File: config.mk
export PLATFORM = sky130hd
export DESIGN_NAME = lfsr_seq_ctrl
export DESIGN_NICKNAME = d
export VERILOG_FILES = /design/src/rtl/lfsr_seq_ctrl.sv
export SDC_FILE = /design/constraint.sdc
export NUM_CORES = 1
export LEC_CHECK = 0
export CORE_UTILIZATION = 45
export DETAILED_ROUTE_END_ITERATION = 8
export PLACE_DENSITY = 0.76
export SLEW_MARGIN = 20
export SYNTH_ARGS = -nofsm -noshare
export SYNTH_HDL_FRONTEND = slang
export SYNTH_SLANG_ARGS = --single-unit
File: constraint.sdc
create_clock -name clk -period 4.13 [get_ports clk]
set_input_delay 0.826 -clock clk [delete_from_list [all_inputs] [get_ports clk]]
set_output_delay 0.826 -clock clk [all_outputs]
set_load 0.01 [all_outputs]
File: src/rtl/lfsr_seq_ctrl.sv
// Fetch/execute sequencer for the 11-bit LFSR instruction set.
// Owns the PC, fetches from a synchronous ROM and stretches st/ld/run into multi-cycle ops.
module lfsr_seq_ctrl #(
  parameter int PC_W    = 8,
  parameter int INSTR_W = 11
) (
  input  logic               clk,
  input  logic               reset,
  input  logic               start,
  output logic               rom_en,
  output logic [PC_W-1:0]    rom_addr,
  input  logic [INSTR_W-1:0] rom_data,
  output logic [INSTR_W-1:0] instr,
  output logic               instr_valid,
  input  logic               mem_wr_in,
  input  logic               lfsr_lmem_in,
  input  logic               lfsr_run_in,
  input  logic               halt_in,
  output logic               mem_req,
  input  logic               mem_ack,
  output logic               mem_done,
  output logic               lfsr_step,
  output logic [PC_W-1:0]    pc,
  output logic               busy,
  output logic               done
);

  typedef enum logic [2:0] {
    S_IDLE,
    S_FETCH,
    S_LATCH,
    S_EXEC,
    S_MEM,
    S_RUN,
    S_HALT
  } state_t;

  state_t               state;
  state_t               state_nxt;
  logic [PC_W-1:0]      pc_nxt;
  logic [PC_W-1:0]      pc_inc;
  logic [INSTR_W-1:0]   instr_nxt;
  logic [7:0]           cnt;
  logic [7:0]           cnt_nxt;

  // Natural PC_W-bit overflow gives the required modulo-2^PC_W wrap.
  assign pc_inc   = pc + PC_W'(1);
  assign rom_addr = pc;
  assign mem_done = mem_req & mem_ack;

  // NOTE: every signal written here gets a default first, so no path can infer a latch.
  always_comb begin
    state_nxt = state;
    pc_nxt    = pc;
    instr_nxt = instr;
    cnt_nxt   = cnt;
    case (state)
      S_IDLE: begin
        if (start) begin
          pc_nxt    = '0;
          state_nxt = S_FETCH;
        end
      end
      S_FETCH: state_nxt = S_LATCH;
      S_LATCH: begin
        instr_nxt = rom_data;
        state_nxt = S_EXEC;
      end
      S_EXEC: begin
        if (halt_in) begin
          state_nxt = S_HALT;
        end else if (mem_wr_in || lfsr_lmem_in) begin
          state_nxt = S_MEM;
        end else if (lfsr_run_in) begin
          cnt_nxt = instr[7:0];
          if (instr[7:0] == 8'd0) begin
            pc_nxt    = pc_inc;
            state_nxt = S_FETCH;
          end else begin
            state_nxt = S_RUN;
          end
        end else begin
          pc_nxt    = pc_inc;
          state_nxt = S_FETCH;
        end
      end
      S_MEM: begin
        if (mem_ack) begin
          pc_nxt    = pc_inc;
          state_nxt = S_FETCH;
        end
      end
      S_RUN: begin
        cnt_nxt = cnt - 8'd1;
        // cnt is never 0 here; <= 1 keeps a corrupted count from spinning 256 steps.
        if (cnt <= 8'd1) begin
          pc_nxt    = pc_inc;
          state_nxt = S_FETCH;
        end
      end
      S_HALT: begin
        if (start) begin
          pc_nxt    = '0;
          state_nxt = S_FETCH;
        end
      end
      default: state_nxt = S_IDLE;
    endcase
  end

  // Outputs are registered from the next state so each is a clean flop aligned with its state.
  // NOTE: sequential state uses non-blocking assignments only, so all flops update together.
  always_ff @(posedge clk) begin
    if (!reset) begin
      state       <= S_IDLE;
      pc          <= '0;
      instr       <= '0;
      cnt         <= '0;
      rom_en      <= 1'b0;
      instr_valid <= 1'b0;
      mem_req     <= 1'b0;
      lfsr_step   <= 1'b0;
      busy        <= 1'b0;
      done        <= 1'b0;
    end else begin
      state       <= state_nxt;
      pc          <= pc_nxt;
      instr       <= instr_nxt;
      cnt         <= cnt_nxt;
      rom_en      <= (state_nxt == S_FETCH);
      instr_valid <= (state_nxt == S_EXEC);
      mem_req     <= (state_nxt == S_MEM);
      lfsr_step   <= (state_nxt == S_RUN);
      busy        <= (state_nxt inside {S_FETCH, S_LATCH, S_EXEC, S_MEM, S_RUN});
      done        <= (state_nxt == S_HALT);
    end
  end

endmodule

# Yosys cells after proc, flatten, opt, wreduce, memory -nomap -nowiden
# Cells that the tools add are included.
[op_classes]
bitwise_logic = 1
reduce_logical = 9
n_addsub = 2
eq_ne = 19
muxes = 20
magnitude_cmp = 1
[op_table]
columns = ["operator", "n"]
rows = [
  ["$mux 8", 10],
  ["$pmux 8 s4", 1],
  ["$mux 3", 7],
  ["$eq 3x3->1 const B", 6],
  ["$pmux 3 s6", 1],
  ["$pmux 8 s2", 1],
  ["$eq 3x2->1 const B", 4],
  ["$ne 2x2->1 const B", 5],
  ["$add 8x1->8 const B", 1],
  ["$le 8x1->1 const B", 1],
  ["$logic_not 8->1", 1],
  ["$sub 8x1->8 const B", 1],
  ["$reduce_and 7->1", 1],
  ["$eq 3x1->1 const B", 2],
  ["$reduce_bool 5->1", 1],
  ["$reduce_and 4->1", 1],
  ["$reduce_bool 4->1", 1],
  ["$logic_not 3->1", 1],
  ["$ne 3x3->1 const B", 1],
  ["$ne 2x1->1 const B", 1],
  ["$reduce_bool 2->1", 1],
  ["$reduce_or 2->1", 1],
  ["$and 1x1->1", 1],
  ["$logic_or 1x1->1", 1],
]
[word_totals]
out_inout_bits = 34
wordCells = 62
reg_bits = 36
in_bits = 19

# Logic depth before layout (Yosys ltp)
[logic_depth]
ltp_word = 8
ltp_mapped = 8

# Least setup slack after synthesis
# No wires, ideal clock.
[synth_timing]
path_type = "input to register"
from = "input port lfsr_lmem_in"
to = "register pc[6]"
path_slack_ps = 1904
arrival_time_ps = 2155
required_ps = 4058
n_path_buf = 1
stages = 6
path_cell_list = "or3_1 > a32oi_1 > nand3_2 > buf_6 > nor4b_2 > mux2i_1"
[synth_via]
elab_chain_cells = 3
[synth_lines]
columns = ["item", "line", "source"]
rows = [
  ["from (decl)", "16", "input logic lfsr_lmem_in,"],
  ["$logic_or 1x1->1", "72", "end else if (mem_wr_in || lfsr_lmem_in) begin"],
  ["$ne 2x2->1 (no line)", "n/a", ""],
  ["$reduce_and 7->1 (no line)", "n/a", ""],
  ["to (signal assigned)", "127", "pc <= pc_nxt;"],
  ["to (decl)", "23", "output logic [PC_W-1:0] pc,"],
]
# No other way between the ends.
# A chain may end at the register's enable or synchronous reset.

# Worst setup path after layout
[layout_timing]
from = "input port mem_ack"
to = "output port mem_done"
[layout_via]
elab_chain_cells = 1
[layout_lines]
columns = ["item", "line", "source"]
rows = [
  ["from (decl)", "20", "input logic mem_ack,"],
  ["$and 1x1->1", "49", "assign mem_done = mem_req & mem_ack;"],
  ["to (decl)", "21", "output logic mem_done,"],
]
# No other way between the ends.

==> impl_metrics.toml <==
[outcome]
status = "complete, no violations"

[worst_setup_path]
endpoint_kind = "output pin"
critPathLaunchType = "primary input"
crit_fanout = 3
crit_type = "in2out"
cp.arrival_ns = 1.98
rr_startpoint = "cnt[4]$_SDFFE_PN0P_"
r2r_setup_slack_ns = 1.84
critPathRequiredTime_ns = 3.30
slowest_delay_ns = 0.53
r2r-end = "pc[4]$_SDFFE_PN0P_"
crit_top_cell = "clkdlybuf4s50_1"
worstPathCellList = "clkdlybuf4s50_1 > and2_1 > clkdlybuf4s50_1"
cp_slowest_cell = "clkdlybuf4s50_1"
reg2regPathDepth = 5

[synthesis]
synth.area.top_cells = "dfxtp_1, mux2i_1, nor2_1"
synth_edf_count = 0
synth-simple-area-share_pct = 27.2
syn-num-nets = 245
ys_seq_area_share_pct = 38.9
synthAdderAreaFrac_pct = 2.03
synth_compound_area_share_pct = 17.3
synth_top_area_share_pct = 38.9
synth_top_family_by_area = "simple AND/OR/NAND/NOR gates"
async_flop_share_pct = 0
yosys_warnings = 0
yosysTopAreaCell = "dfxtp_1"
synthCells = 223
synth_xor_area_share_pct = 0
synth_cell_type_count = 43
synth_flop_cell = "dfxtp_1"
ys_ff_latch = 36
muxShareOfSynthArea_pct = 7.03
syn-cell-area_um2 = 1850
syn_avg_cell_area_um2 = 8.30

[die]
die-area_um2 = 4370
fp.coreArea_um2 = 3800
die_x_um = 66.1
start_util_pct = 48.7
io_pins = 53
num_rows = 22
die_height_um = 66.1

[place]
io_buffers = 52
gp_congestion = 0.827
place_inst = 305
dp_hpwl_mm = 2.96

[cts]
tritoncts = "yes"
clock_path_buffers = 2
root_buffer = "clkbuf_8"
cts_setup_buffers = 0
clock_latency_ns = 0.29
hold_buffers = 0
cts_resized = 0
cts_buffers = 5
cts_sinks = 36
htree_levels = 2
cts.clk_slew.worst_paths_ns = 0.07

[power]
p_sw_mw = 0.214
seq_power_share_pct = 47.9
p_leak_nw = 0.878
total_power_mw = 0.810
power.density_nw_per_um2 = 334
p_int_mw = 0.596
pwr-share-comb_pct = 19.5
peakVddDrop_mv = 0.301
pwr-share-clk_pct = 32.6
p_sw_share_pct = 26.4

[timing]
hold_viol_final = 0
finalCritPeriodShare_pct = 67.9
worst_pin_slew_ns = 0.715
fmax_mhz = 356
slew_violations = 0
tns_ns = 0
relSlewSlack_pct = 52.3
period_needed_ns = 2.81
rsz0062_at_grt = "false"
fin_worst_skew_ns = 0.00533
setup_viol = 0

[global_routing]
grt_antenna_before_repair = 0
grt_pass1_vias = 1544
grt_max_degree = 24
grt_usage_pct = 21.5
grt_pass1_wl_mm = 7.11
overflow = 0

[detailed_routing]
drt_wl_total_mm = 4.08
ant_nets = 0
vias = 1681
dr.pass1.iters = 4
drt_iter0_markers = 163
wl_per_cell_um = 13.1
vias_per_cell = 5.39
route.detailed.drc = 0

[cells_and_area]
final_cell_mix = "clkdlybuf4s50_1, dfxtp_1, nor2_1"
layout.cells.non_filler = 312
mostFrequentLayoutCell = "clkdlybuf4s50_1"
nFillCells = 354
antenna_cells = 0
area.growth.synth_to_final_pct = 31.2
nNetsFinal = 286
drive_gt1_share_pct = 6.44

[hold_path]
min_to = "cnt[7]$_SDFFE_PN0P_"
min_from = "cnt[7]$_SDFFE_PN0P_"
hold_class = "reg2reg"
whs_path_depth = 2

[job]
drv_cap = 0
power groups by stage:
| stage | Clock (mW) | Sequential (mW) | Combinational, mW |
|---|---|---|---|
| after floorplan | 0 | 0.391 | 0.0955 |
| after CTS | 0.272 | 0.388 | 0.159 |
| after global routing | 0.289 | 0.392 | 0.176 |
| final | 0.264 | 0.388 | 0.158 |
| after global placement | 0 | 0.395 | 0.156 |
| after detailed placement | 0 | 0.396 | 0.158 |
layer usage:
metal / routed length, um / track usage, %
met1: 1930 / 27.8
met2: 1830 / 32.5
met3: 215 / 6.38
met4: 101 / 9.84
met5: 0 / 0
worst max-delay path by stage:
stage	slack, ns	startpoint	to
CTS	1.32	mem_ack	mem_done
global route	1.26	mem_ack	mem_done
global placement	1.24	lfsr_lmem_in	pc[3]$_SDFFE_PN0P_
floorplan	1.90	lfsr_lmem_in	pc[6]$_SDFFE_PN0P_
detailed placement	1.20	lfsr_lmem_in	pc[4]$_SDFFE_PN0P_
finish	1.32	mem_ack	mem_done
flip-flops by register name (all words and copies together) (netlist names), 3 cells and up:
register,count
instr,11
state,3
cnt,8
pc,8
synthesized netlist by cell type (all sizes together) (3+ instances only):
cell type / count
nor3: 4
or3: 4
nand2: 23
nor2: 33
a211oi: 3
or4: 8
dfxtp: 36
clkbuf: 9
inv: 6
a21oi: 14
nor2b: 3
o21ai: 11
nand2b: 4
o31ai: 5
buf: 11
nand3: 7
ha: 3
mux2i: 13
cell families after synthesis:
family | after synthesis
buffers and inverters | 26
adder cells (fa/ha/maj) | 3
AO/OA/AOI/OAI | 47
flip-flops | 36
AND/OR/NAND/NOR | 98
multiplexers | 13
critical path, delay by kind of cell:
family	cells	cell delay [ns]
buffers and inverters	2	1.03
AND/OR/NAND/NOR	1	0.13
final cells by class:
cell class | instances | area, um2 | area share, %
inverter | 6 | 22.5 | 0.928
timing repair buffer | 54 | 536 | 22.1
tap | 48 | 60.1 | 2.47
clock buffer | 7 | 96.3 | 3.97
multi-input combinational | 161 | 992 | 40.9
sequential | 36 | 721 | 29.7
metrics by stage:
step	util [%]	cell area (um2)	hold slack, ns	setup slack, ns
2_1_floorplan	-	1850	0.454	1.90
3_3_place_gp	61.4	2330	0.472	1.24
3_5_place_dp	61.4	2330	0.470	1.20
4_1_cts	63.9	2430	0.484	1.32
5_1_grt	63.9	2430	0.496	1.26
6_report	63.9	2430	0.487	1.32
Power figures use the tool's default switching activity.
